<file path="src/rtl/accel_pkg.sv">
// Shared types and defaults for the accelerator run sequencer slice.
//   mode_e      : command mode field encoding
//   seq_state_e : sequencer FSM states
//   DEF_*       : default lane/counter geometry
//   is_run_mode : true for modes that launch an engine run
package accel_pkg;

    localparam int unsigned DEF_LANES  = 16;
    localparam int unsigned DEF_DATA_W = 8;
    localparam int unsigned DEF_CNT_W  = 16;
    localparam int unsigned DEF_TMO_W  = 12;

    typedef enum logic [1:0] {
        NOP     = 2'd0,
        CONV    = 2'd1,
        FC      = 2'd2,
        ILLEGAL = 2'd3
    } mode_e;

    typedef enum logic [1:0] {
        IDLE   = 2'd0,
        LAUNCH = 2'd1,
        RUN    = 2'd2,
        DRAIN  = 2'd3
    } seq_state_e;

    function automatic logic is_run_mode(input mode_e m);
        return (m == CONV) || (m == FC);
    endfunction

endpackage

</file>
<file path="src/rtl/psum_lane_pipe.sv">
// One register stage for the partial-sum lanes.
//   clk, rst_n : clock, synchronous active-low reset
//   gate_i     : when low, valids entering this cycle are dropped
//   data_i     : LANES*DATA_W lane data, registered unconditionally
//   valid_i    : per-lane valid
//   data_o     : registered lane data
//   valid_o    : registered, gated lane valid
module psum_lane_pipe
    import accel_pkg::*;
#(
    parameter int unsigned LANES  = DEF_LANES,
    parameter int unsigned DATA_W = DEF_DATA_W
) (
    input  logic                    clk,
    input  logic                    rst_n,
    input  logic                    gate_i,
    input  logic [LANES*DATA_W-1:0] data_i,
    input  logic [LANES-1:0]        valid_i,
    output logic [LANES*DATA_W-1:0] data_o,
    output logic [LANES-1:0]        valid_o
);

    logic [LANES*DATA_W-1:0] data_q, data_d;
    logic [LANES-1:0]        valid_q, valid_d;

    always_comb begin
        data_d  = data_i;
        valid_d = valid_i & {LANES{gate_i}};
    end

    always_ff @(posedge clk) begin
        if (!rst_n) begin
            data_q  <= '0;
            valid_q <= '0;
        end else begin
            data_q  <= data_d;
            valid_q <= valid_d;
        end
    end

    assign data_o  = data_q;
    assign valid_o = valid_q;

endmodule

</file>
<file path="src/rtl/accel_mode_seq.sv">
// Run sequencer and lane forwarding stage between the host command port,
// the systolic array and the accumulator/pool block.
//   cmd_*            : command handshake (mode, conv index, expected beats)
//   abort_i          : cancels the current run
//   start_sa_o/fc_o  : one-cycle engine start pulses
//   nth_conv_o       : latched conv index
//   lane_*_i/_o      : psum lanes, one register stage, valids gated to RUN
//   beat_cnt_o       : beats seen in current/last run (saturating)
//   busy_o, done_o, err_o : status, completion pulse, error pulse
module accel_mode_seq
    import accel_pkg::*;
#(
    parameter int unsigned LANES  = DEF_LANES,
    parameter int unsigned DATA_W = DEF_DATA_W,
    parameter int unsigned CNT_W  = DEF_CNT_W,
    parameter int unsigned TMO_W  = DEF_TMO_W
) (
    input  logic                    clk,
    input  logic                    rst_n,
    input  logic                    cmd_valid_i,
    output logic                    cmd_ready_o,
    input  logic [1:0]              cmd_mode_i,
    input  logic [1:0]              cmd_conv_idx_i,
    input  logic [CNT_W-1:0]        cmd_beats_i,
    input  logic                    abort_i,
    output logic                    start_sa_o,
    output logic                    start_fc_o,
    output logic [1:0]              nth_conv_o,
    input  logic [LANES*DATA_W-1:0] lane_data_i,
    input  logic [LANES-1:0]        lane_valid_i,
    output logic [LANES*DATA_W-1:0] lane_data_o,
    output logic [LANES-1:0]        lane_valid_o,
    output logic [CNT_W-1:0]        beat_cnt_o,
    output logic                    busy_o,
    output logic                    done_o,
    output logic                    err_o
);

    // Idle-counter value one short of all-ones: the next idle cycle times out.
    localparam logic [TMO_W-1:0] TMO_LAST = {{(TMO_W-1){1'b1}}, 1'b0};

    seq_state_e       state_q, state_d;
    mode_e            mode_q, mode_d;
    logic [1:0]       conv_idx_q, conv_idx_d;
    logic [CNT_W-1:0] beats_q, beats_d;
    logic [CNT_W-1:0] beat_cnt_q, beat_cnt_d;
    logic [TMO_W-1:0] tmo_q, tmo_d;
    logic             ready_q, ready_d;
    logic             busy_q, busy_d;
    logic             start_sa_q, start_sa_d;
    logic             start_fc_q, start_fc_d;
    logic             done_q, done_d;
    logic             err_q, err_d;

    logic             accept;
    logic             beat;
    mode_e            cmd_mode;
    logic             lane_gate;

    always_comb begin
        cmd_mode = mode_e'(cmd_mode_i);
        accept   = cmd_valid_i & ready_q;
        beat     = |lane_valid_i;

        state_d    = state_q;
        mode_d     = mode_q;
        conv_idx_d = conv_idx_q;
        beats_d    = beats_q;
        beat_cnt_d = beat_cnt_q;
        tmo_d      = tmo_q;
        err_d      = 1'b0;

        unique case (state_q)
            IDLE: begin
                if (accept) begin
                    if (cmd_mode == ILLEGAL) begin
                        err_d = 1'b1;
                    end else if (is_run_mode(cmd_mode)) begin
                        mode_d     = cmd_mode;
                        conv_idx_d = cmd_conv_idx_i;
                        beats_d    = cmd_beats_i;
                        beat_cnt_d = '0;
                        tmo_d      = '0;
                        state_d    = LAUNCH;
                    end
                end
            end
            LAUNCH: begin
                state_d = (beats_q == '0) ? DRAIN : RUN;
            end
            RUN: begin
                if (beat) begin
                    if (beat_cnt_q != '1) begin
                        beat_cnt_d = beat_cnt_q + CNT_W'(1);
                    end
                    tmo_d = '0;
                    if (beat_cnt_q == beats_q - CNT_W'(1)) begin
                        state_d = DRAIN;
                    end
                end else begin
                    tmo_d = tmo_q + TMO_W'(1);
                    if (tmo_q == TMO_LAST) begin
                        err_d   = 1'b1;
                        state_d = IDLE;
                    end
                end
            end
            DRAIN: begin
                state_d = IDLE;
            end
            default: begin
                state_d = IDLE;
            end
        endcase

        // Abort overrides whatever the state logic decided this cycle,
        // including a coincident final beat or timeout.
        if (abort_i && (state_q != IDLE)) begin
            state_d    = IDLE;
            beat_cnt_d = beat_cnt_q;
            tmo_d      = tmo_q;
            err_d      = 1'b0;
        end

        // Outputs are registered from the next state so they line up with it.
        ready_d    = (state_d == IDLE);
        busy_d     = (state_d != IDLE);
        done_d     = (state_d == DRAIN);
        start_sa_d = (state_d == LAUNCH) && (mode_d == CONV);
        start_fc_d = (state_d == LAUNCH) && (mode_d == FC);

        lane_gate  = (state_q == RUN) && !abort_i;
    end

    always_ff @(posedge clk) begin
        if (!rst_n) begin
            state_q    <= IDLE;
            mode_q     <= NOP;
            conv_idx_q <= '0;
            beats_q    <= '0;
            beat_cnt_q <= '0;
            tmo_q      <= '0;
            ready_q    <= 1'b1;
            busy_q     <= 1'b0;
            start_sa_q <= 1'b0;
            start_fc_q <= 1'b0;
            done_q     <= 1'b0;
            err_q      <= 1'b0;
        end else begin
            state_q    <= state_d;
            mode_q     <= mode_d;
            conv_idx_q <= conv_idx_d;
            beats_q    <= beats_d;
            beat_cnt_q <= beat_cnt_d;
            tmo_q      <= tmo_d;
            ready_q    <= ready_d;
            busy_q     <= busy_d;
            start_sa_q <= start_sa_d;
            start_fc_q <= start_fc_d;
            done_q     <= done_d;
            err_q      <= err_d;
        end
    end

    psum_lane_pipe #(
        .LANES  (LANES),
        .DATA_W (DATA_W)
    ) u_lane_pipe (
        .clk     (clk),
        .rst_n   (rst_n),
        .gate_i  (lane_gate),
        .data_i  (lane_data_i),
        .valid_i (lane_valid_i),
        .data_o  (lane_data_o),
        .valid_o (lane_valid_o)
    );

    assign cmd_ready_o = ready_q;
    assign busy_o      = busy_q;
    assign start_sa_o  = start_sa_q;
    assign start_fc_o  = start_fc_q;
    assign done_o      = done_q;
    assign err_o       = err_q;
    assign nth_conv_o  = conv_idx_q;
    assign beat_cnt_o  = beat_cnt_q;

endmodule
</file>
<file path="config.mk">
export PLATFORM = sky130hd
export DESIGN_NAME = accel_mode_seq
export DESIGN_NICKNAME = d
export VERILOG_FILES = /design/src/rtl/accel_pkg.sv /design/src/rtl/psum_lane_pipe.sv /design/src/rtl/accel_mode_seq.sv
export SDC_FILE = /design/constraint.sdc
export NUM_CORES = 1
export LEC_CHECK = 0
export ABC_AREA = 1
export BUFFER_PORTS_ARGS = -buffer_cell sky130_fd_sc_hd__buf_4
export CAP_MARGIN = 10
export CORE_MARGIN = 8
export CORE_UTILIZATION = 40
export CTS_CLUSTER_SIZE = 20
export DETAILED_ROUTE_END_ITERATION = 12
export PLACE_DENSITY_LB_ADDON = 0.05
export RECOVER_POWER = 100
export SLEW_MARGIN = 20
export SYNTH_ARGS = -nofsm -noshare
export SYNTH_HDL_FRONTEND = slang
export SYNTH_SLANG_ARGS = --single-unit
</file>
<file path="constraint.sdc">
create_clock -name clk -period 2.08 [get_ports clk]
set_input_delay 0.52 -clock clk [delete_from_list [all_inputs] [get_ports clk]]
set_output_delay 0.52 -clock clk [all_outputs]
set_load 0.03 [all_outputs]
</file>
---- Word-level counts from Yosys, hierarchy flattened ----
Cells that the tools add are included.
cells by class
  $add $sub $neg .......................... 3
  equality and inequality tests ........... 18
  muxes and demuxes ....................... 29
  bitwise gates (word level) .............. 5
  reduce and logical (&&, ||, !) cells .... 17
operator list
  kind                     number
  $mux W16                 5
  $mux W12                 4
  $pmux W16 S2             1
  $pmux W12 S2             1
  $mux W2                  11
  $add A16 B1 Y16 const B  1
  $and A16 B16 Y16         1
  $eq A16 B16 Y1           1
  $logic_not A16 Y1        1
  $ne A16 B16 Y1 const B   1
  $reduce_or A16 Y1        1
  $sub A16 B1 Y16 const B  1
  $add A12 B1 Y12 const B  1
  $eq A12 B12 Y1 const B   1
  $eq A2 B2 Y1 const B     6
  $ne A2 B2 Y1 const B     5
  $eq A2 B1 Y1 const B     4
  $pmux W2 S4              1
  $reduce_and A7 Y1        1
  $reduce_bool A2 Y1       3
  $mux W1                  5
  $reduce_and A5 Y1        1
  $logic_and A1 B1 Y1      4
  $logic_not A2 Y1         2
  7 further kinds          9
storage, ports and cells
  register bits after elaboration ......... 200
  bits of input ports ..................... 168
  output and inout port bits .............. 168

---- Depth between registers and ports, before layout ----
  word-level depth ........................ 9
  gate-level depth with buffers ........... 17
  depth with buffers taken out ............ 17

---- Hierarchy ----
A second synthesis with hierarchy kept.
unflattened totals
  cells, all modules ...................... 945
  area total of the unflattened synthesis .. 7370.8 sq um
by module, submodules not included
  module          instances  cells an instance  area an instance (sq um)
  psum_lane_pipe  1          448                4115.2
  accel_mode_seq  1          497                3255.6

---- Least setup slack after synthesis ----
OpenSTA, ideal clock, no wires.
  kind .................................... input to register
  from .................................... input port cmd_mode_i[0]
  to ...................................... register beat_cnt_q[12], in the netlist beat_cnt_o[12]
  setup time .............................. 116 ps
  arrival ................................. 1758 ps
  data required time ...................... 1964 ps
  slack ................................... 206 ps
  cell stages on the path ................. 12
  path through ............................ ha_1 > inv_1 > nor2_1 > nand2_2 > nand2_8 > nand3_4 > nor2_8 > nand2_2 > nor2_4 > nand3_1 > nand2_1 > nor2_1
on the way
  word-level cells in the longest chain between the ends .. 4
RTL lines
  element                                       line                   text
  start, declared                               accel_mode_seq.sv:22   input logic [1:0] cmd_mode_i,
  $eq A2 B1 Y1 or $eq A2 B2 Y1 (tied branches)  accel_pkg.sv:28        return (m == CONV) || (m == FC);
  $logic_or A1 B1 Y1                            accel_pkg.sv:28
  $ne A2 B2 Y1 (no source line)                 n/a
  $reduce_and A7 Y1 (no source line) (*)        n/a
  end signal, assigned                          accel_mode_seq.sv:154  beat_cnt_q <= beat_cnt_d;
  end, declared                                 accel_mode_seq.sv:46   logic [CNT_W-1:0] beat_cnt_q, beat_cnt_d;
Mark *: on every way between the ends. The rest lies on a longest branch, timed or not.
A chain may end at the register's enable or synchronous reset.

---- Worst setup path in the final report ----
  from .................................... register beat_cnt_q[6], in the netlist beat_cnt_o[6]
  to ...................................... output port beat_cnt_o[6]
RTL lines
  element        line                  text
  end, declared  accel_mode_seq.sv:33  output logic [CNT_W-1:0] beat_cnt_o,
No word-level cell between the ends.

==> out/qor.txt <==
die width: 151 µm
slowest stage cell, crit path: dfxtp_1
Worst EP arrival: 1420 ps
multiplexer share of the synthesized area: 0.138%
TritonCTS clock tree: built
CP Launch Type: flop
met2 WL: 11.2 mm
Synth Area in Compound Gates: 5.26%
area share of fa/ha/maj cells after synthesis: 0.862%
io pins: 336
row cnt: 49
WL met3: 2.12 mm
clock slew at reported path FFs: 70 ps
clk buf depth: 2
combinational family with the most area after synthesis: simple AND/OR/NAND/NOR gates
CP max FO: 6
fin crit share: 93.3%
Highest Clock Rate: 515 MHz
First-pass DRT Iterations: 5
Hold WC Path Type: primary input to flop
Post-Syn Area per Cell: 7.82 µm²
Inserted Diodes: 0
Final Hold Fails: 0
Core ar.: 17900 µm²
Initial Util: 40.5%
final HPWL from detailed placement: 16.8 mm
Congestion Overflow GR: 0
clock latency on the worst-skew pair: 430 ps
top routing layer in use: met4
Antenna Nets Post-Route: 0
First DRT Iteration DRCs: 272
share of layout cells above drive strength 1: 19.1%
final worst slack: 139 ps
Die Area: 22700 µm²
Max IR drop VDD: 538 µV
final setup vio count: 0
final WL: 21.3 mm
worst-case reg-to-reg path depth: 11
most common cell after layout, fill and taps aside: nand2_1
FILL cells: 1862
Die Height: 151 µm
Req. time, crit path: 1560 ps
Clk Tree Root Cell: clkbuf_16
share of async-settable or async-resettable flops after synthesis: 0%
max-cap viol count: 0
PD cells: 849 nW/µm²
All-Layer GR Usage: 18.2%
initial antenna violation count: 0
post-synthesis simple-gate area fraction: 24.6%
Max Clock Skew: 8.47 ps
commonest cells after routing, fill and taps aside: nand2_1, dfxtp_1, buf_4
Worst path max stage delay: 500 ps
total vias in the final route: 6499
Net Count, Synth: 1101
setup TNS: 0 ps
first-pass GRT wire length: 32.3 mm
clk sinks: 200
register bit total from synthesis: 200
Yosys Warn Count: 0
CTS H-tree lvls: 4
Slew Limit Fails: 0
Num CTS Buffers: 17
post-place setup slack: 33.2 ps
vias in the first global route: 6357
hold path depth: 3
largest net degree at the start of global routing: 65
Most used DFF post-synth: dfxtp_1
Crit. End Element: output port
WL met1: 7.75 mm
CP cell instances: clkbuf_1, buf_4
Syn Inst Count: 928
GP Congestion: 0.805
Netlist Area Pre-Place: 7260 µm²
static leakage: 5.29 nW
wire per inst: 14.0 µm
WS Path Type: flop to output port
Nets: 1455
Seq/Total Area, Yosys: 55.2%
xor-xnor portion of the synthesized cell area: 2.65%
EDFF count, synth: 0
RSZ-0062 raised after global routing: false
Slew HR: 21.1%
status: finished, final reports clean
Via density: 4.27
Yosys cell types: 38
DRC: 0
actual slew at the worst max-slew pin: 1180 ps
I/O Buffers: 335
area grow syn2layout: 38.4%
fin crit period: 1940 ps
==> routing by layer <==
layer	GRT usage, %	up-vias
li1	-	3469
met1	18.6	2841
met2	32.7	174
met3	8.57	15
met4	5.24	0
met5	0	-
==> Yosys cell counts (2+ instances only) <==
cell      count  area [µm²]
nand2_1     256         961
dfxtp_1     200        4000
inv_1       185         694
nor2_1       83         312
a21oi_1      38         190
nand3_1      31         155
o21ai_0      24         120
clkbuf_1     22        82.6
nor3_1       14        70.1
xor2_1       12         105
xnor2_1      10        87.6
ha_1          5        62.6
nand4_1       4        25.0
nor4_1        4        25.0
buf_2         3        15.0
nand2_2       3        18.8
nor2_4        3        33.8
nor3_2        3        30.0
a211oi_1      2        15.0
a211oi_2      2        25.0
and3_1        2        12.5
inv_4         2        12.5
nand3_2       2        20.0
nor2_2        2        12.5
nor3b_1       2        15.0
o21a_1        2        15.0
==> report_power, final <==
part | leakage, nW | internal (mW) | total, mW | switching [mW]
combinational | 3.37 | 0.486 | 1.33 | 0.840
sequential | 1.65 | 4.00 | 4.07 | 0.0698
clock | 0.269 | 1.60 | 3.13 | 1.53
==> flip-flops by register name, indices dropped and copies added (netlist names) <==
signal               cells
beat_cnt_o              16
beats_q                 16
busy_o                   1
cmd_ready_o              1
done_o                   1
err_o                    1
mode_q                   2
nth_conv_o               2
start_fc_o               1
start_sa_o               1
state_q                  2
tmo_q                   12
u_lane_pipe.data_o     128
u_lane_pipe.valid_o     16
==> repair_timing <==
action,4_1_cts,5_1_grt
setup buffers,0,0
gates resized for setup,0,6
endpoints found under the setup margin,0,3
hold buffers,0,0
==> critical path, delay by kind of cell, from the launching register on <==
family / cells / cell delay, ps
flops: 1 / 500
buf+inv: 2 / 500
==> cell families after synthesis <==
| logic type | count (synthesis) |
|---|---|
| and+or+nand+nor | 415 |
| buffers and inverters | 215 |
| muxes | 1 |
| DFF | 200 |
| adders and majority gates | 5 |
| xor gates and xnor gates | 22 |
| AOI/OAI and AO/OA | 70 |
==> final cells by class <==
cell class / count / area, µm² / area share, %
Sequential cell: 200 / 4000 / 39.9
Multi-Input combinational cell: 513 / 2420 / 24.1
Timing Repair Buffer: 362 / 2070 / 20.6
Inverter: 188 / 711 / 7.08
Clock buffer: 19 / 443 / 4.41
Tap cell: 229 / 287 / 2.85
Clock inverter: 12 / 105 / 1.05
==> worst paths after layout <==
| check | from | endpoint | slack [ps] |
|---|---|---|---|
| worst min-delay path | lane_data_i[87] | u_lane_pipe.data_o[87] | 270 |
| worst min register to register | mode_q[1] | mode_q[1] | 480 |
| worst max-delay path | beat_cnt_o[6] | beat_cnt_o[6] | 140 |
| worst max register to register | state_q[1] | tmo_q[9] | 160 |
==> metrics by stage <==
| stage | utilization (%) | instances | hold slack [ps] | area [µm²] | power [mW] |
|---|---|---|---|---|---|
| floorplan | - | 928 | 449 | 7260 | 4.97 |
| global placement | 56.8 | 1492 | 467 | 10200 | 5.60 |
| detailed placement | 56.8 | 1492 | 471 | 10200 | 5.62 |
| CTS | 59.9 | 1523 | 247 | 10700 | 8.76 |
| global route | 56.1 | 1523 | 245 | 10000 | 8.92 |
| finish | 56.1 | 1523 | 267 | 10000 | 8.53 |
Power figures use the tool's default switching activity.
